File: src/rtl/decode_hazard_stage.sv
// decode_hazard_stage
//
// Decode slot sitting between fetch and execute. Holds one instruction behind
// a valid/ready handshake, reads its operands from the external register file,
// forwards results from the EX and MEM producers, stalls on hazards, resolves
// branches and jumps (the delay slot is never squashed) and counts stall cycles.
//
// Build option:
//   DECODE_FWD_EN defined   : EX > MEM > regfile forwarding; only load-use stalls.
//   DECODE_FWD_EN undefined : operands straight from the regfile; any match with
//                             an enabled EX or MEM producer stalls.
//
// Ports:
//   clk, reset                       clock, asynchronous active-high reset
//   in_valid / in_ready              upstream handshake
//   bundle_in, instr_in, pc_seq_in   incoming control bundle, instruction, sequential PC
//   out_valid / out_ready            downstream handshake
//   bundle_out                       control bundle bits [13:0] of the held instruction
//   operand_a_out, operand_b_out     ALU operands (after a-sel / b-sel)
//   reg_read2_out                    forwarded rt value (store data)
//   reg_write_dest_out               destination register of the held instruction
//   pc_seq_out                       held sequential PC
//   rs_addr_out, rt_addr_out         register file read addresses
//   rs_data_in, rt_data_in           register file read data (same cycle)
//   ex_wr_en_in, ex_is_load_in,
//   ex_dest_in, ex_data_in           EX-stage producer
//   mem_wr_en_in, mem_dest_in,
//   mem_data_in                      MEM-stage producer
//   flush_in                         kill the held instruction
//   redirect_out, redirect_addr_out  control-transfer request (fire cycle only)
//   stall_count_out                  saturating stall-cycle counter

module decode_hazard_stage #(
    parameter int unsigned       W         = 32,
    parameter int unsigned       RA        = 5,
    parameter int unsigned       BUNDLE_W  = 26,
    parameter logic [W-1:0]      RESET_PC  = 'h003ffffc,
    parameter logic [31:0]       NOP_INSTR = 32'h34000000
) (
    input  logic                clk,
    input  logic                reset,

    input  logic                in_valid,
    output logic                in_ready,
    input  logic [BUNDLE_W-1:0] bundle_in,
    input  logic [31:0]         instr_in,
    input  logic [W-1:0]        pc_seq_in,

    output logic                out_valid,
    input  logic                out_ready,
    output logic [13:0]         bundle_out,
    output logic [W-1:0]        operand_a_out,
    output logic [W-1:0]        operand_b_out,
    output logic [W-1:0]        reg_read2_out,
    output logic [RA-1:0]       reg_write_dest_out,
    output logic [W-1:0]        pc_seq_out,

    output logic [RA-1:0]       rs_addr_out,
    output logic [RA-1:0]       rt_addr_out,
    input  logic [W-1:0]        rs_data_in,
    input  logic [W-1:0]        rt_data_in,

    input  logic                ex_wr_en_in,
    input  logic                ex_is_load_in,
    input  logic [RA-1:0]       ex_dest_in,
    input  logic [W-1:0]        ex_data_in,

    input  logic                mem_wr_en_in,
    input  logic [RA-1:0]       mem_dest_in,
    input  logic [W-1:0]        mem_data_in,

    input  logic                flush_in,

    output logic                redirect_out,
    output logic [W-1:0]        redirect_addr_out,
    output logic [15:0]         stall_count_out
);

    // Control bundle bit positions
    localparam int unsigned A_SEL_BIT     = 16;
    localparam int unsigned B_SEL_BIT     = 17;
    localparam int unsigned BRANCH_BIT    = 21;
    localparam int unsigned JUMP_BIT      = 22;
    localparam int unsigned JUMP_IMM_BIT  = 23;
    localparam int unsigned FUNC0_BIT     = 8;

    localparam logic [BUNDLE_W-1:0] RESET_BUNDLE = BUNDLE_W'(26'h00e2531);
    localparam logic [15:0]         COUNT_MAX    = 16'hFFFF;

    // Held slot
    logic                slot_valid;
    logic [BUNDLE_W-1:0] slot_bundle;
    logic [31:0]         slot_instr;
    logic [W-1:0]        slot_pc;
    logic [15:0]         stall_count;

    // Instruction fields
    logic [4:0]    rs_field;
    logic [4:0]    rt_field;
    logic [4:0]    rd_field;
    logic [4:0]    shamt;
    logic [15:0]   imm16;
    logic [25:0]   imm26;
    logic [RA-1:0] rs_addr;
    logic [RA-1:0] rt_addr;
    logic [W-1:0]  imm_sext;

    assign rs_field = slot_instr[25:21];
    assign rt_field = slot_instr[20:16];
    assign rd_field = slot_instr[15:11];
    assign shamt    = slot_instr[10:6];
    assign imm16    = slot_instr[15:0];
    assign imm26    = slot_instr[25:0];
    assign rs_addr  = RA'(rs_field);
    assign rt_addr  = RA'(rt_field);
    assign imm_sext = W'($signed(imm16));

    // Which register sources the held instruction actually reads
    logic rs_used;
    logic rt_used;

    assign rs_used = !slot_bundle[A_SEL_BIT] | slot_bundle[BRANCH_BIT]
                   | (slot_bundle[JUMP_BIT] & !slot_bundle[JUMP_IMM_BIT]);
    assign rt_used = !slot_bundle[B_SEL_BIT] | slot_bundle[BRANCH_BIT];

    // Producer matches; register 0 is hard zero and never matches
    logic ex_hit_rs;
    logic ex_hit_rt;
    logic mem_hit_rs;
    logic mem_hit_rt;

    assign ex_hit_rs  = ex_wr_en_in  && (ex_dest_in  == rs_addr) && (rs_addr != '0);
    assign ex_hit_rt  = ex_wr_en_in  && (ex_dest_in  == rt_addr) && (rt_addr != '0);
    assign mem_hit_rs = mem_wr_en_in && (mem_dest_in == rs_addr) && (rs_addr != '0);
    assign mem_hit_rt = mem_wr_en_in && (mem_dest_in == rt_addr) && (rt_addr != '0);

    // Source values and per-source hazard
    logic [W-1:0] rs_val;
    logic [W-1:0] rt_val;
    logic         rs_block;
    logic         rt_block;

    always_comb begin
        rs_val   = rs_data_in;
        rt_val   = rt_data_in;
        rs_block = 1'b0;
        rt_block = 1'b0;
`ifdef DECODE_FWD_EN
        if (ex_hit_rs) begin
            rs_val = ex_data_in;
        end else if (mem_hit_rs) begin
            rs_val = mem_data_in;
        end
        if (ex_hit_rt) begin
            rt_val = ex_data_in;
        end else if (mem_hit_rt) begin
            rt_val = mem_data_in;
        end
        // A load in EX has no data yet: only that case blocks
        rs_block = ex_hit_rs & ex_is_load_in;
        rt_block = ex_hit_rt & ex_is_load_in;
`else
        rs_block = ex_hit_rs | mem_hit_rs;
        rt_block = ex_hit_rt | mem_hit_rt;
`endif
    end

    // Handshake
    logic stall;
    logic fire;
    logic capture;

    assign stall = (rs_used & rs_block) | (rt_used & rt_block);

    // A flushed slot must not be seen as valid by downstream in the kill cycle
    assign out_valid = slot_valid & !stall & !flush_in;
    assign fire      = out_valid & out_ready;
    // Flush frees the slot, so a same-cycle capture replaces the killed instruction
    assign in_ready  = !slot_valid | fire | flush_in;
    assign capture   = in_valid & in_ready;

    // Branch / jump resolution
    logic         branch_taken;
    logic [W-1:0] branch_target;
    logic [W-1:0] jump_target;

    assign branch_taken  = slot_bundle[BRANCH_BIT]
                         & ((rs_val == rt_val) ^ slot_bundle[FUNC0_BIT]);
    assign branch_target = slot_pc + {imm_sext[W-3:0], 2'b00};
    assign jump_target   = slot_bundle[JUMP_IMM_BIT] ? {slot_pc[W-1:28], imm26, 2'b00}
                                                     : rs_val;

    assign redirect_out      = fire & (slot_bundle[JUMP_BIT] | branch_taken);
    assign redirect_addr_out = slot_bundle[JUMP_BIT] ? jump_target : branch_target;

    // Destination: jal links $31, immediate forms write rt, register forms write rd
    always_comb begin
        reg_write_dest_out = RA'(rd_field);
        if (slot_bundle[JUMP_BIT] && slot_bundle[JUMP_IMM_BIT]) begin
            reg_write_dest_out = '1;
        end else if (slot_bundle[B_SEL_BIT]) begin
            reg_write_dest_out = RA'(rt_field);
        end
    end

    // Operands: a-sel picks the shift amount, b-sel the sign-extended immediate
    assign operand_a_out = slot_bundle[A_SEL_BIT] ? W'(shamt) : rs_val;
    assign operand_b_out = slot_bundle[B_SEL_BIT] ? imm_sext  : rt_val;
    assign reg_read2_out = rt_val;

    assign bundle_out      = slot_bundle[13:0];
    assign pc_seq_out      = slot_pc;
    assign rs_addr_out     = rs_addr;
    assign rt_addr_out     = rt_addr;
    assign stall_count_out = stall_count;

    // Slot register
    always_ff @(posedge clk or posedge reset) begin
        if (reset) begin
            slot_valid  <= 1'b0;
            slot_bundle <= RESET_BUNDLE;
            slot_instr  <= NOP_INSTR;
            slot_pc     <= RESET_PC;
        end else if (capture) begin
            slot_valid  <= 1'b1;
            slot_bundle <= bundle_in;
            slot_instr  <= instr_in;
            slot_pc     <= pc_seq_in;
        end else if (fire || flush_in) begin
            slot_valid  <= 1'b0;
            slot_instr  <= NOP_INSTR;
        end
    end

    // Saturating stall-cycle counter
    always_ff @(posedge clk or posedge reset) begin
        if (reset) begin
            stall_count <= 16'd0;
        end else if (slot_valid && stall && (stall_count != COUNT_MAX)) begin
            stall_count <= stall_count + 16'd1;
        end
    end

    // Bundle/opcode bits not consumed by this stage
    logic unused_bits;
`ifdef DECODE_FWD_EN
    assign unused_bits = ^{slot_instr[31:26], slot_bundle[BUNDLE_W-1:24],
                           slot_bundle[20:18], slot_bundle[15:14]};
`else
    assign unused_bits = ^{slot_instr[31:26], slot_bundle[BUNDLE_W-1:24],
                           slot_bundle[20:18], slot_bundle[15:14],
                           ex_is_load_in, ex_data_in, mem_data_in};
`endif

endmodule

File: config.mk
export PLATFORM = sky130hd
export DESIGN_NAME = decode_hazard_stage
export DESIGN_NICKNAME = d
export VERILOG_FILES = /design/src/rtl/decode_hazard_stage.sv
export SDC_FILE = /design/constraint.sdc
export NUM_CORES = 1
export LEC_CHECK = 0
export ABC_AREA = 1
export CAP_MARGIN = 15
export CORE_AREA = 3 3 170 172
export CTS_BUF_LIST = sky130_fd_sc_hd__clkbuf_4 sky130_fd_sc_hd__clkbuf_8
export CTS_CLUSTER_DIAMETER = 30
export DETAILED_ROUTE_END_ITERATION = 6
export DIE_AREA = 0 0 173 175
export PLACE_DENSITY = 0.6
export SLEW_MARGIN = 20
export SYNTH_ARGS = -nofsm -noshare
export SYNTH_HDL_FRONTEND = slang
export SYNTH_SLANG_ARGS = --single-unit
File: constraint.sdc
create_clock -name clk -period 4.3 [get_ports clk]
set_input_delay 0.43 -clock clk [delete_from_list [all_inputs] [get_ports clk]]
set_output_delay 0.43 -clock clk [all_outputs]
set_load 0.01 [all_outputs]
Word level (Yosys, flattened, before mapping)

Cells that the tools add are included.
W data, S select, Z words.

Bits in registers: 99
Input port bits: 236
Output and inout bits: 208
Word-level logic and storage cells: 63

$add $sub $neg: 2
Equal/unequal tests: 6
Mux-type cells: 10
Bitwise gates (word level): 19
Reduce and logical (&&, ||, !) cells: 21

Operators by type and width:

| kind                    | count |
|---|---|
| $mux W32                | 4 |
| $mux W26                | 2 |
| $add A32 B32 Y32        | 1 |
| $eq A32 B32 Y1          | 1 |
| $eq A5 B5 Y1            | 4 |
| $add A16 B1 Y16 const B | 1 |
| $ne A16 B16 Y1 const B  | 1 |
| $logic_and A1 B1 Y1     | 11 |
| $mux W5                 | 2 |
| $reduce_bool A5 Y1      | 2 |
| $and A1 B1 Y1           | 9 |
| $or A1 B1 Y1            | 9 |
| $logic_not A1 Y1        | 6 |
| $mux W1                 | 2 |
| $reduce_bool A2 Y1      | 1 |
| $logic_or A1 B1 Y1      | 1 |
| $xor A1 B1 Y1           | 1 |

Longest topological paths before layout

Gate-level depths: netlist (run 1).

Word-level depth: 14
Mapped depth: 14
Mapped depth without buffers: 13

Least setup slack after synthesis (run 1)

Ideal clock, no wire load.

Path kind: register to output
Start point: register slot_pc[2] (netlist: pc_seq_out[2])
End point: output port redirect_addr_out[16]
Arrival: 2262 ps
Data required time: 3870 ps
Setup slack: 1608 ps
Cell stages (with the launch flop): 14
Cell sequence: dfstp_2 -> ha_1 -> inv_1 -> fa_1 -> o21ai_0 -> nand2_1 -> nand2_1 -> nand2_1 -> nand2_1 -> nand2_1 -> nand2_1 -> nor2_1 -> nand3b_1 -> nand2_1

Longest elaborated chain between the ends: 2

RTL lines:

| element                | RTL line | text |
|---|---|---|
| start, declared        | 94       | `logic [W-1:0] slot_pc;` |
| start signal, assigned | 228      | `slot_pc <= pc_seq_in;` |
| $add A32 B32 Y32       | 189      | `assign branch_target = slot_pc + {imm_sext[W-3:0], 2'b00};` |
| $mux W32               | 194      | `assign redirect_addr_out = slot_bundle[JUMP_BIT] ? jump_target : branch_target;` |
| end, declared          | 75       | `output logic [W-1:0] redirect_addr_out,` |

No other way between the ends.

Worst setup path after layout (run 1)

Start point: register slot_bundle[22]
End point: output port redirect_addr_out[19]

Longest elaborated chain between the ends: 1

RTL lines:

| element                | RTL line | text |
|---|---|---|
| start, declared        | 92       | `logic [BUNDLE_W-1:0] slot_bundle;` |
| start signal, assigned | 226      | `slot_bundle <= bundle_in;` |
| $mux W32               | 194      |  |

No other way between the ends.

==> summary by stage, run 1 <==
Outcome
The flow ran to the end, and the final reports show no timing, DRC or antenna violations.

Layout
The growth of design area from synthesis to finish is 45.6%. The filler cell count in the final layout is 2912. The final instance area is 12200 um^2. At the end of the flow, the number of nets in the layout was 1844. The count of cells in the finished layout, fillers not included, comes to 1962.

Cells with a size suffix above 1 make up 5.18% of the layout.

Setup path
For flop-to-flop paths, the worst setup slack is 1130 ps. In this run the worst path has a maximum fanout of 24. Data on the critical path is required at its endpoint by 3870 ps. STA classifies the critical path endpoint as a primary output.

The category of the critical setup timing path is flop to primary output. The arrival time at the worst endpoint is 3540 ps. The worst setup path is launched from a flop.

Routing
After detailed routing, the average wire length per cell comes to 20.4 um. The number of nets still failing antenna checks after routing is 0. The total via count after detailed routing is 9818. The number of DRC markers in iteration 0 is 660.

The DRC violations left is 0. The first detailed-routing pass ran for 6 iterations. Dividing the detail-routed via count by the number of cells gives 5.00. The routed wire length is 40000 um.

Global route
For this run, the total global-route usage over all layers was measured as 25.6%. The number of global-route vias before repair came to 9615. The sum of overflow across all layers after global routing is 0. The maximum number of pins on one net before global-route repair is 52. The initial antenna violation count was 5. The global-route wire length before repair is 60100 um.

Die
The area of the die is 30300 um^2. The floorplan has 61 rows. Measured along the x axis, the die boundary spans 173 um.

The effective utilization at floorplan is 30.4%. The core area is 27600 um^2. During I/O placement, the number of pins put on the boundary was 444. The vertical die dimension is 175 um.

CTS
Clock-pin slew was measured on the worst setup and hold paths at 120 ps. The buffer levels on the longest clock path is 2. The number of post-CTS setup repair buffers is 0.

Clock tree synthesis found a total of 94 sinks. The count of hold buffers inserted by post-cts repair is 0. TritonCTS built the clock tree. In this run, post-CTS repair resized a total of 0 instances. The cell chosen for the clock root is clkbuf_8. The TritonCTS buffer count is 9. The later-pin clock latency in the skew report is 400 ps. The total number of H-tree levels is 3.

Placement
The cell count after placement is 1944. The congestion estimate from routability-driven global placement came to 0.957. The final HPWL from detailed placement is 31800 um. The port buffer count is 365. The placed instances occupy a cell area of 12000 um^2. At the placement stage, the worst setup path has a slack of 584 ps.

STA
The worst-case setup margin in the final layout is 327 ps. Setup repair after global routing left no endpoint under its margin. The final-layout worst hold slack is 406 ps. The count of endpoints failing hold in the final timing report is 0. The slew at the pin with the worst max-slew slack is 1070 ps.

The total setup violations reported at the end of the flow is 0. The clock arrives with 10.7 ps of skew. The maximum frequency from static timing analysis is 252 MHz.

After routing, the total negative slack on setup checks comes to 0 ps. Of the available clock period, the critical path in the final layout requires 92.4%. The relative slew slack is 28.5%. The final critical delay including setup and external delays is 3970 ps. The count of pins over their slew limit was 0.

Synthesis
The number of distinct library cells after synthesis is 42. The share of flip-flops with an asynchronous set or reset after synthesis is 100%. The synthesized design contains 0 enable-type register cells.

The sequential fraction of the synthesis area is 28.4%. The count of warnings emitted by yosys is 0. In this run, synthesis produced a sequential element count of 94. In this run the cell area of the synthesized design comes to 8390 um^2. Synthesis produced a netlist with a net count of 1559. The average cell area after synthesis is 6.50 um^2. The most used flip-flop cell after synthesis is dfrtp_1. The cell count after synthesis came out at 1292.

Power and ir drop
The analysis attributes to cell leakage a power of 5.68 nW. VDD sags by at most 0.217 mV. For this design the ratio of total power to cell area is 326 nW/um^2.

Flow run
The tool flagged a number of max-cap violations equal to 0.

Min path
The path category of the worst min-delay check is input pin to asynchronous set/reset pin.
## cells in the final DEF, fill, tap and decap left out, drive strengths merged
cell and count:
clkdlybuf4s50 364, buf 19, a31oi 1, dfstp 27, clkbuf 9, a21o 2
o2111ai 26, a21oi 44, o211ai 3, o21bai 2, bufinv 1, clkinv 6
diode 2, a22oi 23, o221ai 6, o21ai 75, and3 1, dfrtp 67
nor4 3, fa 1, o21a 2, nor3 14, or2 2, nand2 422
nand4 14, ha 30, o22ai 1, a21boi 3, inv 132, nand3b 3
nand3 130, xnor2 26, xor2 14, nor2 109
## metrics by stage
step	util (%)	power, mW
after floorplan	-	2.18
after global placement	43.4	3.28
after CTS	44.2	4.00
after global routing	44.2	4.23
final	44.2	3.98
after detailed placement	43.4	3.28
## state kept, by name (all words and copies together), names as in the netlist
signal and count:
stall_count_out 16, slot_valid 1, pc_seq_out 32, slot_instr 26, slot_bundle 19
## cell usage after synthesis (3+ instances only)
library cell | n | area, um^2
o211ai_1 | 3 | 22.5
nor3_1 | 14 | 70.1
xnor2_1 | 26 | 228
buf_2 | 17 | 85.1
a21oi_1 | 44 | 220
nand3_2 | 10 | 100
dfrtp_1 | 67 | 1680
clkbuf_1 | 27 | 101
buf_4 | 57 | 428
clkinv_1 | 3 | 11.3
nand2_1 | 418 | 1570
nand2_2 | 3 | 18.8
a21boi_0 | 3 | 22.5
o221ai_1 | 6 | 52.6
buf_1 | 5 | 18.8
nor2_1 | 109 | 409
xor2_1 | 14 | 123
nand3_1 | 120 | 601
inv_1 | 127 | 477
a22oi_1 | 23 | 173
nor4_1 | 3 | 18.8
ha_1 | 30 | 375
nand4_1 | 13 | 81.3
nand3b_1 | 3 | 22.5
dfstp_2 | 27 | 709
o2111ai_1 | 26 | 228
o21ai_0 | 74 | 370
## worst max-delay path, cell delays in order (launching register included)
cell	delay, ps
dfrtp_1	380
buf_4	210
inv_2	70
or2_1	580
inv_1	700
a22oi_1	450
o21ai_0	210
clkdlybuf4s50_1	520
## area by class of cell
type | instances | area [um^2] | area share [%]
Antenna cell | 2 | 5.00 | 0.0410
Clock buffer | 9 | 124 | 1.01
Clock inverter | 7 | 103 | 0.839
Inverter | 132 | 498 | 4.07
Multi-Input combinational cell | 957 | 4850 | 39.7
Sequential cell | 94 | 2390 | 19.5
Tap cell | 378 | 473 | 3.87
Timing Repair Buffer | 383 | 3790 | 31.0
## worst paths after layout
check | from | cells after the start | end
worst max-delay path | slot_bundle[22] | 7 | redirect_addr_out[19]
worst min-delay path | reset | 2 | slot_instr[7]
min in group clk | slot_bundle[5] | 2 | slot_bundle[5]
worst max register to register | slot_bundle[22] | 12 | slot_instr[9]
worst min register to register | slot_bundle[5] | 2 | slot_bundle[5]
max in group asynchronous | reset | 3 | pc_seq_out[10]
## report_power, final
group | total (mW) | switching (mW) | internal (mW)
logic | 2.08 | 1.12 | 0.954
registers | 1.19 | 0.165 | 1.03
clock network | 0.712 | 0.421 | 0.291
## per-layer routing
metal	share of wire (%)	track usage [%]
met1	43	33.1
met2	48	44.5
met3	6.7	4.74
met4	1.9	5.91
met5	0.070	0
## logic make-up after synthesis
logic type | Yosys count | synth area share (%)
AO/OA/AOI/OAI | 188 | 13.8
XOR/XNOR | 40 | 4.17
adder cells (fa/ha/maj) | 31 | 4.71
buffers and inverters | 241 | 13.9
flip-flops | 94 | 28.4
AND/OR/NAND/NOR | 698 | 35.0
Power figures use the tool's default switching activity.
==> run 2: changes to the inputs <==
ABC_AREA = unset   (was 1)
CELL_PAD_IN_SITES_DETAIL_PLACEMENT = 0   (was unset)
CELL_PAD_IN_SITES_GLOBAL_PLACEMENT = 1   (was unset)
CORE_AREA = 3 3 173 175   (was 3 3 170 172)
DIE_AREA = 0 0 176 178   (was 0 0 173 175)
PLACE_DENSITY = 0.75   (was 0.6)
==> run 2 against run 1 <==
Count of clock-buffer cells in the layout is the same. Clock power shrank 12%. Die area increased by 3.5%. Sequential power fell by 3%. Register-to-register slack better by 290 ps. Via count shrank 27%. Synthesized cell count fell by 38%. Core utilization down 4.3 points. Largest cell class unchanged. Synthesized area decreased by 10%. Fmax is 4.8% lower. Global-route usage is 5.5 points lower. First-iteration DRC count down 50%.
==> summary by stage, run 2 <==
CTS
The total number of H-tree levels is 3 (unchanged). The cell chosen for the clock root is clkbuf_8 (unchanged). The count of hold buffers inserted by post-cts repair is 0 (unchanged). The clock slew seen by the registers of the worst setup and hold paths was 120 ps (about the same). The buffer levels on the longest clock path is 2 (unchanged). The TritonCTS buffer count is 9 (unchanged).

The CTS tree is built (unchanged). The number of sinks driven by the clock tree is 94 (unchanged). The later-pin clock latency in the skew report was 400 ps (about the same).

STA
The final critical delay including setup and external delays came to 4170 ps (was 3970 ps). The final clock period utilization by the worst path came to 97.0% (was 92.4%). The count of endpoints failing hold in the final timing report was 0 (unchanged). The count of pins over their slew limit is 0 (unchanged). The slew at the pin with the worst max-slew slack is 755 ps (was 1070 ps).

The worst clock skew on the final layout is 15.8 ps (was 10.7 ps). The total negative setup slack came to 0 ps (unchanged). Setup repair after global routing missed its margin: no (unchanged).

The total setup violations reported at the end of the flow is 0 (unchanged). The relative slew slack came to 49.6% (was 28.5%). The maximum frequency from static timing analysis was 240 MHz (was 252 MHz).

Synthesis
The number of distinct library cells after synthesis was 66 (was 42). Cell types with the highest counts after synthesis: 75 x mux2_2, 74 x xnor2_1, 67 x dfrtp_1, 60 x buf_4, 45 x a21oi_1 (was 418 x nand2_1, 127 x inv_1, 120 x nand3_1, 109 x nor2_1, 74 x o21ai_0). The net count after synthesis is 1063 (was 1559). Top cells by area in the synthesized netlist: dfrtp_1 22%, mux2_2 11%, dfstp_2 9.4% (was dfrtp_1 20%, nand2_1 19%, dfstp_2 8.5%). The most frequent cell after synthesis was mux2_2 (was nand2_1). The synthesized instance count was 796 (was 1292). The count of warnings emitted by yosys is 0 (unchanged). The number of storage elements in the synthesis netlist is 94 (unchanged). The count of flip-flops with a built-in enable after synthesis is 0 (unchanged).

The fraction of post-synthesis cell area in the top cell type by area is 22.2% (was 20.0%). The average cell area after synthesis came to 9.49 um^2 (was 6.50 um^2). The cell area after synthesis is 7560 um^2 (was 8390 um^2). The share of flip-flops with an asynchronous set or reset after synthesis is 100% (unchanged). The top cell type by total area after synthesis was dfrtp_1 (unchanged). The predominant post-synthesis flop cell is dfrtp_1 (unchanged). The sequential fraction of the synthesis area came to 31.6% (was 28.4%).

Setup path
The reg-to-reg setup timing slack came to 1420 ps (was 1130 ps). The required time reported for the critical path endpoint is 3870 ps (about the same). The library cell contributing the largest single delay on the critical path is clkdlybuf4s50_1 (was inv_1).

The end of the worst register-to-register path was pc_seq_out[22] (was slot_instr[9]). The critical path capture point type is a primary output (unchanged). The top fanout value on the critical path is 6 (was 24). The maximum cell stage delay along the critical path came to 600 ps (was 700 ps). CP cell instances: ha_1 > nand4_1 > or2_2 > o21ba_2 > o2111ai_1 > a41oi_1 > o21ai_0 > xnor2_1 > o21ai_0 > clkdlybuf4s50_1 (was buf_4 > inv_2 > or2_1 > inv_1 > a22oi_1 > o21ai_0 > clkdlybuf4s50_1). The category of cells accounting for the largest share of critical-path delay is compound AO/OA/AOI/OAI gates (was buffers and inverters). The start of the worst register-to-register path is slot_instr[21] (was slot_bundle[22]). The most frequent cell on the critical path is o21ai_0. The arrival time at the worst endpoint was 3740 ps (was 3540 ps). The count of cells along the worst register-to-register path was 9 (was 12). The category of the critical setup timing path is flop to primary output (unchanged).

The startpoint kind of the worst setup timing path is a flop (unchanged). The combined buffer and inverter count along the critical path is 1 (was 4).

Min path
The path category of the worst min-delay check was flop to flop (was input pin to asynchronous set/reset pin). The destination of the worst hold path is stall_count_out[7]. The startpoint of the most critical hold path is stall_count_out[7]. Counting instances, the worst hold path has a depth of 1.

Power and ir drop
The total power density per cell area was 324 nW/um^2 (was 326 nW/um^2). The maximum resistive drop on vdd is 0.143 mV (was 0.217 mV). The overall power consumption was 3.71 mW (was 3.98 mW). The static leakage is 4.67 nW (was 5.68 nW).

Routing
The first-pass iteration count of the detailed router is 5 (was 6). The number of DRC markers in iteration 0 is 328 (was 660). The DRC violations left is 0 (unchanged). The routed wire length per instance is 21.9 um (was 20.4 um). The number of nets still failing antenna checks after routing was 0 (unchanged). The total via count after detailed routing came to 7142 (was 9818).

The routed wire length is 32500 um (was 40000 um). The via density per instance is 4.82 (was 5.00).

Layout
The number of flip-flops under the largest register name is 32 (unchanged). The filler cell count in the final layout is 2851 (was 2912). The count of nets after finishing is 1358 (was 1844). Top library cells by usage in the layout, fill and taps aside: 361 x clkdlybuf4s50_1, 75 x mux2_2, 74 x xnor2_1, 64 x dfrtp_1, 43 x a21oi_1 (was 418 x nand2_1, 364 x clkdlybuf4s50_1, 126 x inv_1, 120 x nand3_1, 109 x nor2_1). The share of post-route cells with drive strength above 1 is 14.7% (was 5.18%).

The most frequent standard cell in the layout excluding fill and tap cells is clkdlybuf4s50_1 (was nand2_1). The growth of design area from synthesis to finish was 51.4% (was 45.6%). The combined area of the multi-input logic cells is 4470 um^2 (was 4850 um^2). The sequential cell area came to 2390 um^2 (about the same).

Global route
The sum of overflow across all layers after global routing came to 0 (unchanged). The number of global-route vias before repair is 7163 (was 9615). The global-route wire length before repair is 46900 um (was 60100 um). The initial antenna violation count is 2 (was 5). The aggregate global-route resource usage came to 20.1% (was 25.6%). The maximum number of pins on one net before global-route repair is 76 (was 52).

Placement
The final HPWL from detailed placement is 25600 um (was 31800 um). The routability congestion estimate is 0.849 (was 0.957). The port buffer count is 365 (unchanged).

Die
The area of the die is 31300 um^2 (was 30300 um^2). The core area is 28600 um^2 (was 27600 um^2). The effective utilization at floorplan is 26.4% (was 30.4%). The die outline width is 176 um (was 173 um). The number of top-level pins is 444 (unchanged). The number of rows created at floorplan is 62 (was 61). The vertical die dimension was 178 um (was 175 um).

Outcome
Result of the run: completed (unchanged).

Flow run
The number of max-capacitance violations reported is 0 (unchanged).
[run 2: power breakdown]
| group | leakage [nW] | internal [mW] | switching (mW) |
|---|---|---|---|
| combinational | 3.46 | 1.02 | 0.916 |
| clock | 0.0945 | 0.225 | 0.399 |
| sequential | 1.12 | 1.01 | 0.137 |
| total | 4.67 | 2.26 | 1.45 |
[run 2: repair_timing]
| item | CTS | global route |
|---|---|---|
| pin swaps | 0 | 3 |
| resized for setup | 2 | 15 |
| setup buffers | 0 | 1 |
| setup endpoints to repair | 4 | 9 |
| endpoints found under the hold margin | 0 | 0 |
[run 2: how the worst max path moves through the flow]
stage	start	end	slack, ps	cells after the start
2_1_floorplan	pc_seq_out[2]	redirect_addr_out[26]	1320	11
3_3_place_gp	pc_seq_out[2]	redirect_addr_out[26]	470	12
3_5_place_dp	pc_seq_out[2]	redirect_addr_out[26]	430	12
4_1_cts	pc_seq_out[2]	redirect_addr_out[26]	20	12
5_1_grt	slot_instr[13]	redirect_addr_out[29]	7	10
6_report	slot_instr[8]	redirect_addr_out[29]	130	10
[run 2: stage by stage]
| stage | hold slack [ps] | cells | area [um^2] | utilization, % | setup WS [ps] |
|---|---|---|---|---|---|
| after floorplan | 482 | 796 | 7560 | - | 1320 |
| after global placement | 477 | 1463 | 11200 | 39.1 | 472 |
| after detailed placement | 487 | 1463 | 11200 | 39.1 | 430 |
| after CTS | 506 | 1479 | 11400 | 39.8 | 23.6 |
| after global routing | 527 | 1481 | 11400 | 40.0 | 6.93 |
| final | 503 | 1482 | 11400 | 40.0 | 128 |
[run 2: worst register-to-register path: stages (launching register included)]
cell	delay (ps)
dfrtp_1	520
xnor2_1	180
nand4_1	110
o22ai_1	100
a22oi_2	280
and2_4	220
nand2b_4	130
and2_4	510
buf_4	360
mux2_2	360
[run 2: cells by family after synthesis]
group,synth area share [%]
AOI/OAI and AO/OA,14.8
xor gates and xnor gates,10.3
adders and majority gates,5.23
buffers and inverters,9.87
DFF,31.6
muxes,15.5
and+or+nand+nor,12.7
[run 2: per-layer routing]
metal / routed length (um) / track usage (%) / vias up / part of all wire, %
met5: 13 / 0 / - / 0.040
met4: 978 / 6.80 / 2 / 3.0
met3: 1970 / 3.85 / 40 / 6.1
met2: 15600 / 34.2 / 288 / 48
met1: 13900 / 25.6 / 3439 / 43
li1: - / - / 3373 / -
[run 2: area by class of cell]
cell class / instances / share of cell area (%)
antenna: 2 / 0.0437
multi-input combinational: 574 / 39.1
sequential: 94 / 20.9
clock inverter: 7 / 0.536
inverter: 32 / 1.09
timing repair buffer: 380 / 33.1
tap: 384 / 4.20
clock buffer: 9 / 1.08
